`src/rtl/source.sv`:
```
// Moore history-tree FSM: tracks the last three serial bits of x and classifies them into y.
// Define SOURCE_YREG_EN to drive y from a flip-flop preloaded with the decode of ns.
module source (
    input  logic       clk,
    input  logic       rst,
    input  logic       x,
    output logic [1:0] y,
    output logic [3:0] cs,
    output logic [3:0] ns
);

    // Code = 2^len - 1 + val, most recent bit in the LSB of val.
    typedef enum logic [3:0] {
        S_IDLE = 4'd0,
        S_0    = 4'd1,
        S_1    = 4'd2,
        S_00   = 4'd3,
        S_01   = 4'd4,
        S_10   = 4'd5,
        S_11   = 4'd6,
        S_000  = 4'd7,
        S_001  = 4'd8,
        S_010  = 4'd9,
        S_011  = 4'd10,
        S_100  = 4'd11,
        S_101  = 4'd12,
        S_110  = 4'd13,
        S_111  = 4'd14,
        S_BAD  = 4'd15
    } state_t;

    logic [3:0] cs_reg;
    logic [3:0] ns_next;

    function automatic logic [1:0] y_decode(input logic [3:0] s);
        logic [1:0] r;
        r = 2'b00;
        case (s)
            S_101:   r = 2'b01;
            S_000:   r = 2'b10;
            S_111:   r = 2'b11;
            default: r = 2'b00;
        endcase
        return r;
    endfunction

    always_ff @(posedge clk) begin
        if (!rst) begin
            cs_reg <= S_IDLE;
        end else begin
            cs_reg <= ns_next;
        end
    end

    // Full-window states shift the oldest bit out; shorter histories grow by one level.
    always_comb begin
        ns_next = S_IDLE;
        case (cs_reg)
            S_IDLE:        ns_next = x ? S_1   : S_0;
            S_0:           ns_next = x ? S_01  : S_00;
            S_1:           ns_next = x ? S_11  : S_10;
            S_00:          ns_next = x ? S_001 : S_000;
            S_01:          ns_next = x ? S_011 : S_010;
            S_10:          ns_next = x ? S_101 : S_100;
            S_11:          ns_next = x ? S_111 : S_110;
            S_000, S_100:  ns_next = x ? S_001 : S_000;
            S_001, S_101:  ns_next = x ? S_011 : S_010;
            S_010, S_110:  ns_next = x ? S_101 : S_100;
            S_011, S_111:  ns_next = x ? S_111 : S_110;
            default:       ns_next = S_IDLE;
        endcase
    end

    assign cs = cs_reg;
    assign ns = ns_next;

`ifdef SOURCE_YREG_EN
    logic [1:0] y_reg;

    // Loading the decode of the next state keeps y aligned with cs, one flop deep.
    always_ff @(posedge clk) begin
        if (!rst) begin
            y_reg <= 2'b00;
        end else begin
            y_reg <= y_decode(ns_next);
        end
    end

    assign y = y_reg;
`else
    assign y = y_decode(cs_reg);
`endif

endmodule

```
`config.mk`:
```
export PLATFORM = sky130hd
export DESIGN_NAME = source
export DESIGN_NICKNAME = d
export VERILOG_FILES = /design/src/rtl/source.sv
export SDC_FILE = /design/constraint.sdc
export NUM_CORES = 1
export LEC_CHECK = 0
export CAP_MARGIN = 5
export CORE_AREA = 2 2 39 41
export CTS_CLUSTER_SIZE = 10
export DETAILED_ROUTE_END_ITERATION = 16
export DIE_AREA = 0 0 41 43
export PLACE_DENSITY = 0.48
export SLEW_MARGIN = 20
export SYNTH_ARGS = -nofsm -noshare
export SYNTH_HDL_FRONTEND = slang
export SYNTH_SLANG_ARGS = --single-unit
```
`constraint.sdc`:
```
create_clock -name clk -period 1 [get_ports clk]
set_input_delay 0.1 -clock clk [delete_from_list [all_inputs] [get_ports clk]]
set_output_delay 0.1 -clock clk [all_outputs]
set_load 0.01 [all_outputs]
```
Yosys cells after proc, flatten, opt, wreduce, memory -nomap -nowiden. Cells that the tools add are included.

Register bits: 4. Input port bits: 3. Output and inout bits: 10. Logic and storage cells: 29.

Eq/ne operators: 14. Muxes and demuxes: 9. Reductions and logical operators: 5.

Operator list (number): $eq A4 B4 Y1 const B (7); $pmux W4 S7 (1); $eq A4 B3 Y1 const B (4); $reduce_or A3 Y1 (4); $eq A4 B2 Y1 const B (2); $mux W2 (4); $mux W3 (2); $pmux W2 S3 (1); $eq A4 B1 Y1 const B (1); $logic_not A4 Y1 (1); $mux W4 (1).

Depth between registers and ports, before layout.
Word-level depth: 3. Depth in mapped cells: 3. Mapped depth without buffers: 2.

Worst setup path before layout. Ideal clock, no wire load.

Kind: reg-to-output. From: register cs_reg[0] (netlist: cs[0]). To: output ns[1]. Arrival: 852 ps. Data required time: 900 ps. Setup slack: 48 ps. Stages on the path, launching flop included: 4. Buffers on the path: 1. Cell sequence: dfxtp_1 -> buf_6 -> and4_1 -> nor2_1.

Word-level cells in the longest chain between the ends: 3. Elaborated cells between the ends (all ways): 20. Classes of those cells: eq/ne: 14; mux: 1; reduce/logical: 5.

Ends and longest elaborated chain: start: declaration (RTL line 32) `logic [3:0] cs_reg;`; start signal: assignment (RTL line 51) `cs_reg <= ns_next;`; $eq A4 B4 Y1 (tied with other cells) (RTL line 58) `case (cs_reg)`; $reduce_or A3 Y1 (no line); $pmux W4 S7 * (RTL line 58); end: declaration (RTL line 9) `output logic [3:0] ns`.

Mark *: on every way between the ends. The rest lies on a longest branch, timed or not.

Worst setup path after layout.
From: register cs_reg[0] (netlist: cs[0]). To: output ns[2].

Same word-level chain as after synthesis.

==> out/summary.log <==
[status] run status finished, violations left
[status] failing checks negative setup slack
[floorplan] horizontal die dimension 41 um
[timing] worst clock skew 2.93 ps
[timing] part of the cycle the worst path needs 122%
[timing] Slew Limit Fails 0
[timing] measured slew at the worst slew-check pin 191 ps
[routing] router iterations before antenna repair 4
[synth] share of the synthesized area in the top cell type 37.4%
[floorplan] effective utilization at floorplan 15.5%
[critical_path] Worst Setup SP cs[0]$_SDFF_PN0_
[layout] share of the core filled with cells 33.6%
[floorplan] Vert. Die Dim 43 um
[global_routing] largest net degree at the start of global routing 8
[timing] final hold violation count 0
[timing] number of setup violations in the final report 8
[global_routing] initial antenna violation count 0
[global_routing] number of global-route vias before repair 264
[power] PwrDens 1200 nW/um^2
[routing] wirelength, routed 671 um
[floorplan] Die Outline Area 1760 um^2
[clocking] CTS Root Buffer Type sky130_fd_sc_hd__clkbuf_4
[synth] top cells by instance count after synthesis sky130_fd_sc_hd__dfxtp_1, sky130_fd_sc_hd__nor2_1, sky130_fd_sc_hd__a311oi_1, sky130_fd_sc_hd__a31oi_1, sky130_fd_sc_hd__nor3_1
[global_routing] GR Overflow Total 0
[synth] Area contributors post-synth sky130_fd_sc_hd__dfxtp_1, sky130_fd_sc_hd__a311oi_1, sky130_fd_sc_hd__a31oi_1
[synth] library cells used by synthesis 16
[clocking] clock insertion delay at the later pin of the skew report 230 ps
[synth] combined area of all synthesized cells 214 um^2
[critical_path] reg-to-reg slack, setup 30 ps
[routing] violation count after the first detailed-route iteration 6
[place] number of buffers inserted by port buffering 12
[critical_path] critical path fanouts, max 5
[routing] number of remaining DRC errors 0
[floorplan] Core Footprint 1380 um^2
[critical_path] Data arrival, critical path 1120 ps
[global_routing] global-route wire length before repair 1100 um
[power] Max IR drop VDD 0.000643 V
[layout] Total Nets Final 57
[synth] post-synth top area cell sky130_fd_sc_hd__dfxtp_1
[synth] most used standard cell by instance count after synthesis sky130_fd_sc_hd__dfxtp_1
[critical_path] Required @ worst endpoint 900 ps
[clocking] clock input transition at the sequential cells of the worst setup and hold paths 40 ps
[synth] proportion of synthesized flip-flops having asynchronous set or reset 0%
[routing] vias after detailed routing 282
[routing] vias per cell 4.15
[critical_path] series of cell instances along the critical path buf_4 > buf_4 > a31oi_1 > buf_2
[layout] area of combinational cells with multiple inputs 141 um^2
[power] Cell Int Power 408 uW
[power] Reg power frac 34.4%
[critical_path] Worst R2R Path Depth 4
[power] Tot Pwr 560 uW
[worst_hold_path] type of the tightest min-delay check in2reg
[layout] filler-free cell count of the finished design 68
[place] pre-CTS setup slack -674 ps
[layout] total inserted antenna cells 0
[timing] fin worst setup slack -222 ps
[timing] RSZ-0062 raised after global routing yes
[critical_path] reg-to-reg endpoint cs[3]$_SDFF_PN0_
[synth] post-synthesis sequential area ratio 37.4%
[clocking] clock sink count 4
[floorplan] row count 14
[worst_hold_path] Worst Hold Launch x
[critical_path] type of element launching the critical path flop
[layout] Seq. cell area 92.6 um^2
[synth] Post-Synthesis Cells 24
[critical_path] Top delay family on crit path buffers and inverters
[synth] Main synth FF type sky130_fd_sc_hd__dfxtp_1
[timing] highest achievable clock rate 818 MHz
[flow_run] max-capacitance violation count 0
[clocking] CTS tree yes
[place] GP Congestion 0.752
[critical_path] peak per-stage delay on the critical path 350 ps
[clocking] hold-fix buffers at CTS 0
[synth] Synth Register Bits 4
[timing] remaining max-slew budget at the tightest pin 87.2%
[place] number of instances in the placed design 62
[clocking] CTS H-tree lvls 1
[synth] post-synthesis area per instance 8.91 um^2
[layout] flip-flop count of the largest register after layout 4
[synth] number of enable flip-flop cells after synthesis 0
[routing] wire length per cell after detailed routing 9.87 um
[critical_path] type of destination of the critical path primary output
[critical_path] Buf+Inv Stages, Crit Path 3
[power] switching part of the total power 27.2%
[synth] total nets after synthesis 27
[layout] FILL cells 156
[critical_path] type of the setup path with the least slack reg2out
[floorplan] I/O Pins 13
[synth] Synth Warn # 0
[layout] area growth from synthesis to layout 118%
[clocking] maximum buffer depth of the clock tree 2
[power] Leak Pwr 0.245 nW
[critical_path] source of the worst register-to-register timing path cs[0]$_SDFF_PN0_
[power] clock network power share 35.0%
[critical_path] CP Depth 4
[critical_path] Critical-path top delay cell sky130_fd_sc_hd__dfxtp_4
[global_routing] global router's overall resource usage 9.85%
[power] Net Sw Power 152 uW
[critical_path] critical path's most frequent cell sky130_fd_sc_hd__buf_4
[power] portion of total power attributed to combinational logic 30.6%
[critical_path] critical path endpoint ns[2]
[layout] share of cells above drive strength 1 69.2%
[routing] final antenna-violating net count 0
[place] Final HPWL DP 461 um
[timing] time the final worst path needs with I/O delays and setup 1220 ps
[clocking] number of clock buffers inserted by TritonCTS 3
placed cells by master (no fill, tap or decap), drive strengths merged:
cell type / n
and4: 1
a21oi: 1
nor2: 3
a21bo: 1
clkdlybuf4s50: 1
xnor2: 1
a31oi: 2
a211oi: 1
dfxtp: 4
inv: 1
and3: 1
xor2: 1
nand2: 1
a311oi: 2
a21o: 1
buf: 23
dlygate4sd2: 2
clkbuf: 3
nor3: 2
through the flow:
step	setup TNS, ps	area, um^2	hold slack [ps]
floorplan	0	214	179
global placement	-4610	425	637
detailed placement	-4570	425	638
CTS	-1060	443	366
global route	-1570	465	389
finish	-1060	465	370
worst reg2reg max path, stage by stage, from the launching register on:
cell and delay (ps):
sky130_fd_sc_hd__dfxtp_4 350, sky130_fd_sc_hd__buf_6 130, sky130_fd_sc_hd__a211oi_2 200, sky130_fd_sc_hd__buf_4 140, sky130_fd_sc_hd__a311oi_1 30
repair_timing:
item,CTS,global route
setup buffers,1,2
setup endpoints to repair,13,9
pin swaps,8,3
resized for setup,51,2
kinds of logic after synthesis:
logic type      count (synthesis)  synth area share (%)
flops                           4                  37.4
simple gates                    8                  18.7
buf+inv                         2                  7.02
compound gates                  8                  28.7
xor+xnor                        2                  8.19
worst min path at each step:
stage                       end  slack, ps  cells after the start
3_3_place_gp   cs[2]$_SDFF_PN0_        640                      2
4_1_cts        cs[0]$_SDFF_PN0_        370                      3
2_1_floorplan  cs[0]$_SDFF_PN0_        180                      1
3_5_place_dp   cs[2]$_SDFF_PN0_        640                      2
6_report       cs[0]$_SDFF_PN0_        370                      3
5_1_grt        cs[0]$_SDFF_PN0_        390                      3
power by group through the flow:
stage               clock, mW  sequential [mW]  combinational, mW
global placement            0            0.197              0.173
detailed placement          0            0.197              0.174
CTS                     0.207            0.195              0.160
global route            0.231            0.195              0.190
floorplan                   0            0.197             0.0567
finish                  0.196            0.193              0.171
layer usage:
| layer | global-route usage [%] | wire length [um] | part of all wire (%) | vias to the layer above |
|---|---|---|---|---|
| li1 | - | - | - | 149 |
| met1 | 11.3 | 270 | 40 | 127 |
| met2 | 13.1 | 343 | 51 | 6 |
| met3 | 9.42 | 56 | 8.3 | 0 |
| met4 | 2.00 | 0 | 0 | 0 |
| met5 | 0 | 0 | 0 | - |
final cells by class:
cell class	count	area share (%)
inverter	1	0.806
tap	16	4.30
clock buffer	3	4.84
timing repair buffer	26	39.8
sequential	4	19.9
multi-input combinational	18	30.4
No activity file was read; power rests on OpenSTA's default activity.
